$ cat config.mk
export PLATFORM = sky130hd
export DESIGN_NAME = option_ctrl
export DESIGN_NICKNAME = d
export VERILOG_FILES = /design/src/rtl/option_pkg.sv /design/src/rtl/key2letter.sv /design/src/rtl/option_ctrl.sv
export SDC_FILE = /design/constraint.sdc
export NUM_CORES = 1
export LEC_CHECK = 0
export CAP_MARGIN = 10
export CELL_PAD_IN_SITES_DETAIL_PLACEMENT = 1
export CELL_PAD_IN_SITES_GLOBAL_PLACEMENT = 2
export CORE_MARGIN = 5
export CORE_UTILIZATION = 35
export CTS_CLUSTER_DIAMETER = 80
export DETAILED_ROUTE_END_ITERATION = 7
export HOLD_SLACK_MARGIN = 0.03
export PLACE_DENSITY_LB_ADDON = 0.1
export SYNTH_ARGS = -nofsm -noshare
export SYNTH_HDL_FRONTEND = slang
export SYNTH_SLANG_ARGS = --single-unit
$ cat constraint.sdc
create_clock -name clk_25MHz -period 4.6 [get_ports clk_25MHz]
set_clock_uncertainty 0.05 [all_clocks]
set_input_delay 0.92 -clock clk_25MHz [delete_from_list [all_inputs] [get_ports clk_25MHz]]
set_output_delay 0.92 -clock clk_25MHz [all_outputs]
set_load 0.02 [all_outputs]
$ cat src/rtl/option_pkg.sv
// option_pkg: scan-code constants, FSM state enum and reset letter bindings shared by option_ctrl
package option_pkg;
  typedef enum logic [1:0] {NAV, EDIT, COMMIT} state_t;
  localparam logic [8:0] KEY_UP    = 9'h175;
  localparam logic [8:0] KEY_DOWN  = 9'h172;
  localparam logic [8:0] KEY_LEFT  = 9'h16B;
  localparam logic [8:0] KEY_RIGHT = 9'h174;
  localparam logic [8:0] KEY_ENTER = 9'h05A;
  localparam logic [8:0] KEY_ESC   = 9'h076;
  localparam logic [3:0][4:0] RST_FIND = {5'd3, 5'd18, 5'd0, 5'd22};
endpackage

$ cat src/rtl/key2letter.sv
// key2letter: combinational PS/2 set-2 scan code (bit 8 = E0) to {hit, letter index A=0..Z=25}
module key2letter (
  input  logic [8:0] code,
  output logic       hit,
  output logic [4:0] idx
);
  always_comb begin
    hit = 1'b1;
    idx = 5'd0;
    case (code)
      9'h01C: idx = 5'd0;
      9'h032: idx = 5'd1;
      9'h021: idx = 5'd2;
      9'h023: idx = 5'd3;
      9'h024: idx = 5'd4;
      9'h02B: idx = 5'd5;
      9'h034: idx = 5'd6;
      9'h033: idx = 5'd7;
      9'h043: idx = 5'd8;
      9'h03B: idx = 5'd9;
      9'h042: idx = 5'd10;
      9'h04B: idx = 5'd11;
      9'h03A: idx = 5'd12;
      9'h031: idx = 5'd13;
      9'h044: idx = 5'd14;
      9'h04D: idx = 5'd15;
      9'h015: idx = 5'd16;
      9'h02D: idx = 5'd17;
      9'h01B: idx = 5'd18;
      9'h02C: idx = 5'd19;
      9'h03C: idx = 5'd20;
      9'h02A: idx = 5'd21;
      9'h01D: idx = 5'd22;
      9'h022: idx = 5'd23;
      9'h035: idx = 5'd24;
      9'h01A: idx = 5'd25;
      default: hit = 1'b0;
    endcase
  end
endmodule

$ cat src/rtl/option_ctrl.sv
// option_ctrl: keyboard options menu (volume row, WASD key-binding row with letter edit); ports clk_25MHz, rst (sync active-low), key_valid/key_code in; which, wasd, find_num_1..4, volume, edit_active, bind_done out; OPTION_CTRL_SWAP_EN swaps duplicate letters instead of rejecting them
module option_ctrl
  import option_pkg::*;
#(
  parameter int VOL_RESET = 8,
  parameter int VOL_MAX   = 15
) (
  input  logic       clk_25MHz,
  input  logic       rst,
  input  logic       key_valid,
  input  logic [8:0] key_code,
  output logic       which,
  output logic [3:0] wasd,
  output logic [4:0] find_num_1,
  output logic [4:0] find_num_2,
  output logic [4:0] find_num_3,
  output logic [4:0] find_num_4,
  output logic [3:0] volume,
  output logic       edit_active,
  output logic       bind_done
);
  localparam logic [3:0] VMAX = 4'(VOL_MAX);
  localparam logic [3:0] VRST = 4'(VOL_RESET);
  state_t state, state_n;
  logic which_n, edit_n, done_n, hit;
  logic [1:0] slot, slot_n, dup_slot;
  logic [3:0] vol_n;
  logic [4:0] letter, letter_n, idx;
  logic [3:0][4:0] find, find_n, swap, commit_find;
  key2letter u_k2l (.code(key_code), .hit(hit), .idx(idx));
  always_comb begin
    dup_slot = slot;
    for (int j = 0; j < 4; j++)
      if (2'(j) != slot && find[j] == letter) dup_slot = 2'(j);
    swap = find;
    swap[dup_slot] = find[slot];
    swap[slot] = letter;
  end
`ifdef OPTION_CTRL_SWAP_EN
  assign commit_find = swap;
`else
  assign commit_find = (dup_slot != slot) ? find : swap;
`endif
  always_comb begin
    state_n = state;
    which_n = which;
    slot_n = slot;
    vol_n = volume;
    find_n = find;
    letter_n = letter;
    edit_n = edit_active;
    done_n = 1'b0;
    case (state)
      NAV: if (key_valid) begin
        if (key_code == KEY_UP || key_code == KEY_DOWN) which_n = ~which;
        else if (which) begin
          if (key_code == KEY_LEFT) slot_n = slot - 2'd1;
          else if (key_code == KEY_RIGHT) slot_n = slot + 2'd1;
          else if (key_code == KEY_ENTER) begin
            state_n = EDIT;
            edit_n = 1'b1;
          end
        end else begin
          if (key_code == KEY_RIGHT) vol_n = (volume >= VMAX) ? VMAX : volume + 4'd1;
          else if (key_code == KEY_LEFT) vol_n = (volume == 4'd0) ? 4'd0 : volume - 4'd1;
        end
      end
      EDIT: if (key_valid) begin
        if (hit) begin
          letter_n = idx;
          state_n = COMMIT;
        end else if (key_code == KEY_ESC) begin
          state_n = NAV;
          edit_n = 1'b0;
        end
      end
      default: begin
        state_n = NAV;
        edit_n = 1'b0;
        done_n = 1'b1;
        find_n = commit_find;
      end
    endcase
  end
  always_ff @(posedge clk_25MHz) begin
    if (!rst) begin
      state <= NAV;
      which <= 1'b1;
      slot <= 2'd0;
      volume <= VRST;
      find <= RST_FIND;
      letter <= 5'd0;
      edit_active <= 1'b0;
      bind_done <= 1'b0;
    end else begin
      state <= state_n;
      which <= which_n;
      slot <= slot_n;
      volume <= vol_n;
      find <= find_n;
      letter <= letter_n;
      edit_active <= edit_n;
      bind_done <= done_n;
    end
  end
  assign wasd = {2'b00, slot};
  assign find_num_1 = find[0];
  assign find_num_2 = find[1];
  assign find_num_3 = find[2];
  assign find_num_4 = find[3];
endmodule

# After elaboration in Yosys (flattened, before gate mapping)
# Index checks and enable logic that the tools add are counted.
# op_classes
n_bitwise	4
mux	41
reduce_logical	20
n_addsub	4
n_lt_le_gt_ge	5
n_eq_ne	51
# ops
op	count
$eq A9 B6 Y1 const B	16
$pmux W5 S25	1
$eq A9 B7 Y1 const B	7
$eq A9 B5 Y1 const B	5
$bwmux W20	2
$eq A9 B9 Y1 const B	4
$mux W2	15
$reduce_or A26 Y1	1
$demux W5 S2	2
$eq A5 B5 Y1	4
$ne A2 B2 Y1 const B	9
$mux W4	4
$mux W5	3
$mux W1	11
$bmux W5 S2	1
$reduce_and A5 Y1	2
$reduce_and A9 Y1	1
$reduce_and A8 Y1	1
$logic_and A1 B1 Y1	6
$lt A2 B3 Y1 const B	2
$reduce_and A3 Y1	2
$add A4 B1 Y4 const B	1
$ge A2 B1 Y1 const B	2
$ge A4 B4 Y1 const B	1
17 further kinds	22
# totals
wordCells	136
reg_bits	36

# Longest topological paths before layout
# depth
ltp_word	12
ltp_mapped	11
ltp_nobuf	8

# Cells and area by module
# Synthesis repeated with hierarchy kept, for this count alone.
# hier_totals
cells_unflattened	394
area_unflattened_um2	3199.3
# by_module_without_submodules
mod	n_inst	area_each_um2	cells_each
option_ctrl	1	2630.0	307
key2letter	1	569.3	87

# Worst setup path before layout
# Ideal clock, no wire load.
# synth_timing
path_kind	in2reg
from	input port key_code[3]
to	register letter[2]
n_path_buf	1
t_arrival_ps	2792
cell_stages	8
required_ps	4431
setup_ps	119
setup_slack_ps	1639
cell_sequence	clkbuf_1 or4b_1 a21oi_1 o21ai_0 o2111ai_2 nor3_4 or4_4 o221a_2
# synth_between
elab_chain_cells	4
word_cells_on_any_way	30
cone_classes	eq/ne (26); mux (2); reduce/logical (2)
# synth_lines
element	line_no	rtl
start, declared	option_ctrl.sv:11	input logic [8:0] key_code,
$eq A9 B5 Y1 (tied with other cells)	key2letter.sv:10	case (code)
$reduce_or A26 Y1 (no line)	--	
$mux W1	key2letter.sv:10	
$reduce_and A3 Y1 (no line)	--	
end signal, assigned	option_ctrl.sv:101	letter <= letter_n;
end, declared	option_ctrl.sv:28	logic [4:0] letter, letter_n, idx;
# Parallel ways exist; a longest one is shown, timed or not.
# A chain may end at the register's enable or synchronous reset.

# Final worst setup path
# layout_timing
from	input port key_code[4]
to	register letter[2]
# The elaborated chain is that of the path after synthesis.

==> results.txt <==
----------------------------------------------------
[Worst setup path]
  Critical setup path kind ... in -> reg
  Worst r2r path cells ... 8
  R2R Setup Slk ... 1.44 ns
  CP max-delay cell ... sky130_fd_sc_hd__clkdlybuf4s50_1
  Critical R2R Launch ... slot[1]$_SDFFE_PN0P_
  Critical Path Source Type ... input pin
  Slowest stage delay, CP ... about 0.88 ns
  R2r endpoint ... find_num_4[2]$_SDFFE_PN0P_
  Critical Path Fanout Max ... 18
  Worst EP required ... 4.72 ns
  Type of element capturing the critical path ... register
  Arr. time, crit path ... about 3.7 ns
  Critical Path, Cell by Cell ... clkdlybuf4s50_1 > nor4b_1 > and2b_1 > nand3_1 > o2111ai_2 > nor3_4 > or4_4 > o221a_2

[Global route]
  Total global routing track utilization ... 0.187
  Vias in the first global route ... 3,169
  Total gr overflow ... 0
  Number of antenna violations at the first check in global routing ... 0
  Global-route wire length before repair ... 17,000 µm
  Pin count of the biggest net entering global routing ... 22

[Timing]
  Number of pins with negative max-slew slack in the final report ... 0
  Final setup fails ... 0
  Least setup slack across all paths after layout ... around 1.0 ns
  Unrepaired setup endpoints after global routing ... false
  Period utilisation layout ... 0.772
  Crit path time final ... around 3.6 ns
  Remaining max-slew budget at the tightest pin ... 0.447
  Slew @ Worst Pin ... between 0.8 and 0.9 ns
  Peak clock frequency supported by timing ... 0.282 GHz
  Setup TNS after final layout ... 0 ns
  Final count of hold timing violations ... 0

[Floorplanning]
  CORE AREA ... 0.00872 mm²
  Vertical die dimension ... 105 µm
  Floorplan row count ... 34
  Number of top-level design ports ... 43
  Effective utilization at floorplan ... 0.359
  Die area ... 0.0109 mm²
  Die Wd ... 105 µm

[Worst hold path]
  Critical hold path startpoint ... edit_active$_SDFFE_PN0P_
  Worst hold stages ... 2
  Endpoint, Worst Hold ... edit_active$_SDFFE_PN0P_
  Hold WC Path Type ... reg -> reg

[Clock tree]
  Maximum number of buffers from clock root to sink ... 2
  Total number of clock tree sinks ... 36
  Clock tree from TritonCTS ... built
  Clk_lat worst skew ... between 0.2 and 0.3 ns
  Library cell used as clock root buffer ... sky130_fd_sc_hd__clkbuf_8
  Hold-fix buffers, CTS ... 0
  Post-CTS Repair Setup Buffers ... 0
  CTS clk-pin slew, worst paths ... 0.09 ns
  Total CTS buffers ... 5
  Post-cts repair resize count ... 0
  Number of levels in the clock H-tree ... 2

[Yosys]
  Gate count after technology mapping ... 405
  Warnings from Yosys ... 0
  Synth Cell Area ... 0.00313 mm²
  Avg Synthesized Cell Area ... around 7.7 µm²
  Unique cell type count in the Yosys netlist ... between 60 and 70
  Sequential cell area fraction in the yosys report ... 0.230
  Synthesized flop and latch total ... 36
  Fraction of registers with async set or reset after synthesis ... 0
  Number of flops mapped to enable cells by yosys ... 0
  Post-synth top flop ... sky130_fd_sc_hd__dfxtp_1

[Final layout]
  Synthesis-to-finish area growth ... 16.9%
  Final cell area excluding filler cells ... 0.00365 mm²
  Antenna Cells ... 0
  Layout cells sized above 1 ... 0.101
  Total area of multi-input combinational cells ... 0.00220 mm²
  Filler Cell Count ... about 1,100
  Non-filler instance count after layout ... 535
  Area taken by flip-flops and latches ... 721 µm²
  Net count reported at finish ... between 400 and 500
  Final Core Density ... 0.419

[Place]
  IO buf count ... 40
  Worst setup slack before clock tree synthesis ... between 0.7 and 0.8 ns
  Half-perimeter wire length after detailed placement ... 7750 µm
  Final estimated routing congestion in global placement ... 0.866
  Inst Count DP ... roughly 530
  DP Area ... 0.00356 mm²

[Route]
  Wire length after detailed routing ... 10,400 µm
  Detail Route Antenna Nets ... 0
  Post-DR vias/cell ... approximately 6.1
  Total via count in the routed design ... 3,238
  WL/cell ... approximately 19 µm
  DRC violation count after routing ... 0
  First-iteration detailed-routing DRC count ... roughly 110
  Total iterations of the first detailed-routing run ... 4

[Power and ir drop]
  Power density over the cells ... 168 mW/mm²
  Pleak ... 0.00127 µW
  Worst vdd ir ... 0.0991 mV

[Run status]
  Run status ... finished clean

[Flow run]
  Total of max-cap violations ... 0

----------------------------------------------------
registers in the layout (all words and copies together), names as in the netlist:
signal / cells
which: 1
find_num_4: 5
state: 2
edit_active: 1
find_num_2: 5
letter: 5
find_num_3: 5
find_num_1: 5
volume: 4
bind_done: 1
slot: 2
worst max path at each step:
stage | startpoint | endpoint | depth (start not counted)
2_1_floorplan | key_code[3] | letter[2]$_SDFFE_PN0P_ | 8
3_3_place_gp | key_code[4] | letter[2]$_SDFFE_PN0P_ | 8
3_5_place_dp | key_code[3] | letter[2]$_SDFFE_PN0P_ | 8
4_1_cts | key_code[4] | letter[2]$_SDFFE_PN0P_ | 8
5_1_grt | key_code[4] | letter[2]$_SDFFE_PN0P_ | 8
6_report | key_code[4] | letter[2]$_SDFFE_PN0P_ | 8
kinds of logic (layout without fill, tap and decap cells):
family	Yosys count	in the layout	synth area share
AND/OR/NAND/NOR	146	146	0.259
AO/OA/AOI/OAI	129	129	0.305
buffers and inverters	51	72	0.0680
flip-flops	36	36	0.230
XOR/XNOR	24	24	0.0672
multiplexers	11	11	0.0416
adder cells (fa/ha/maj)	7	7	0.0280
other	1	2	0.00120
placed cells by master, fill, tap and decap left out, types with 7 or more instances in the layout:
cell type	n
sky130_fd_sc_hd__a21oi_1	19
sky130_fd_sc_hd__ha_1	7
sky130_fd_sc_hd__o211ai_1	8
sky130_fd_sc_hd__o21ai_0	24
sky130_fd_sc_hd__nand2b_1	8
sky130_fd_sc_hd__a31oi_1	15
sky130_fd_sc_hd__dfxtp_1	36
sky130_fd_sc_hd__nor3_1	24
sky130_fd_sc_hd__o22ai_1	7
sky130_fd_sc_hd__inv_1	17
sky130_fd_sc_hd__nand2_1	34
sky130_fd_sc_hd__xnor2_1	14
sky130_fd_sc_hd__clkdlybuf4s50_1	40
sky130_fd_sc_hd__xor2_1	10
sky130_fd_sc_hd__nand4_1	8
sky130_fd_sc_hd__nor2_1	27
final cells by class:
class | count | share of cell area
clock buffers | 5 | 0.0188
clock inverters | 3 | 0.00650
inverters | 19 | 0.0195
multi-input cells | 319 | 0.601
flip-flops and latches | 36 | 0.197
well taps | 108 | 0.0370
repair buffers | 45 | 0.120
report_power, final:
group	leakage (µW)	switching [µW]	total, µW	internal, µW
clock network	0.0000404	129	236	107
logic	0.000935	42.5	65.1	22.6
registers	0.000290	0.517	312	312
Yosys cell counts (all sizes together) (7+ instances only):
cell type  instances  area share
a211oi             7       0.018
xor2              10       0.028
o221a              7       0.025
o21ai             24       0.038
nand2b             8       0.016
nor2              27       0.032
nand4              8       0.016
o22ai              7       0.014
dfxtp             36        0.23
nor3              29       0.056
xnor2             14       0.039
clkbuf            16       0.019
a21oi             19       0.030
nand2             34       0.041
o211ai             8       0.019
ha                 7       0.028
a31oi             15       0.030
inv               17       0.020
buf               16       0.026
critical path: cells and delay by family:
family,cells,cell delay [ns]
compound gates,2,0.41
buf+inv,1,0.88
simple gates,5,1.46
per-stage QoR:
step	total power, µW	hold WS (ns)
floorplan	361	0.443
global placement	384	0.443
detailed placement	385	0.443
CTS	619	0.467
global route	638	0.487
finish	614	0.461
layer usage:
layer,vias to the layer above,wire length (µm),global-route usage
li1,1566,-,-
met1,1611,4840,0.250
met2,55,5230,0.321
met3,6,280,0.0286
met4,0,70,0.0333
met5,-,0,0
No activity file was read; power rests on OpenSTA's default activity.
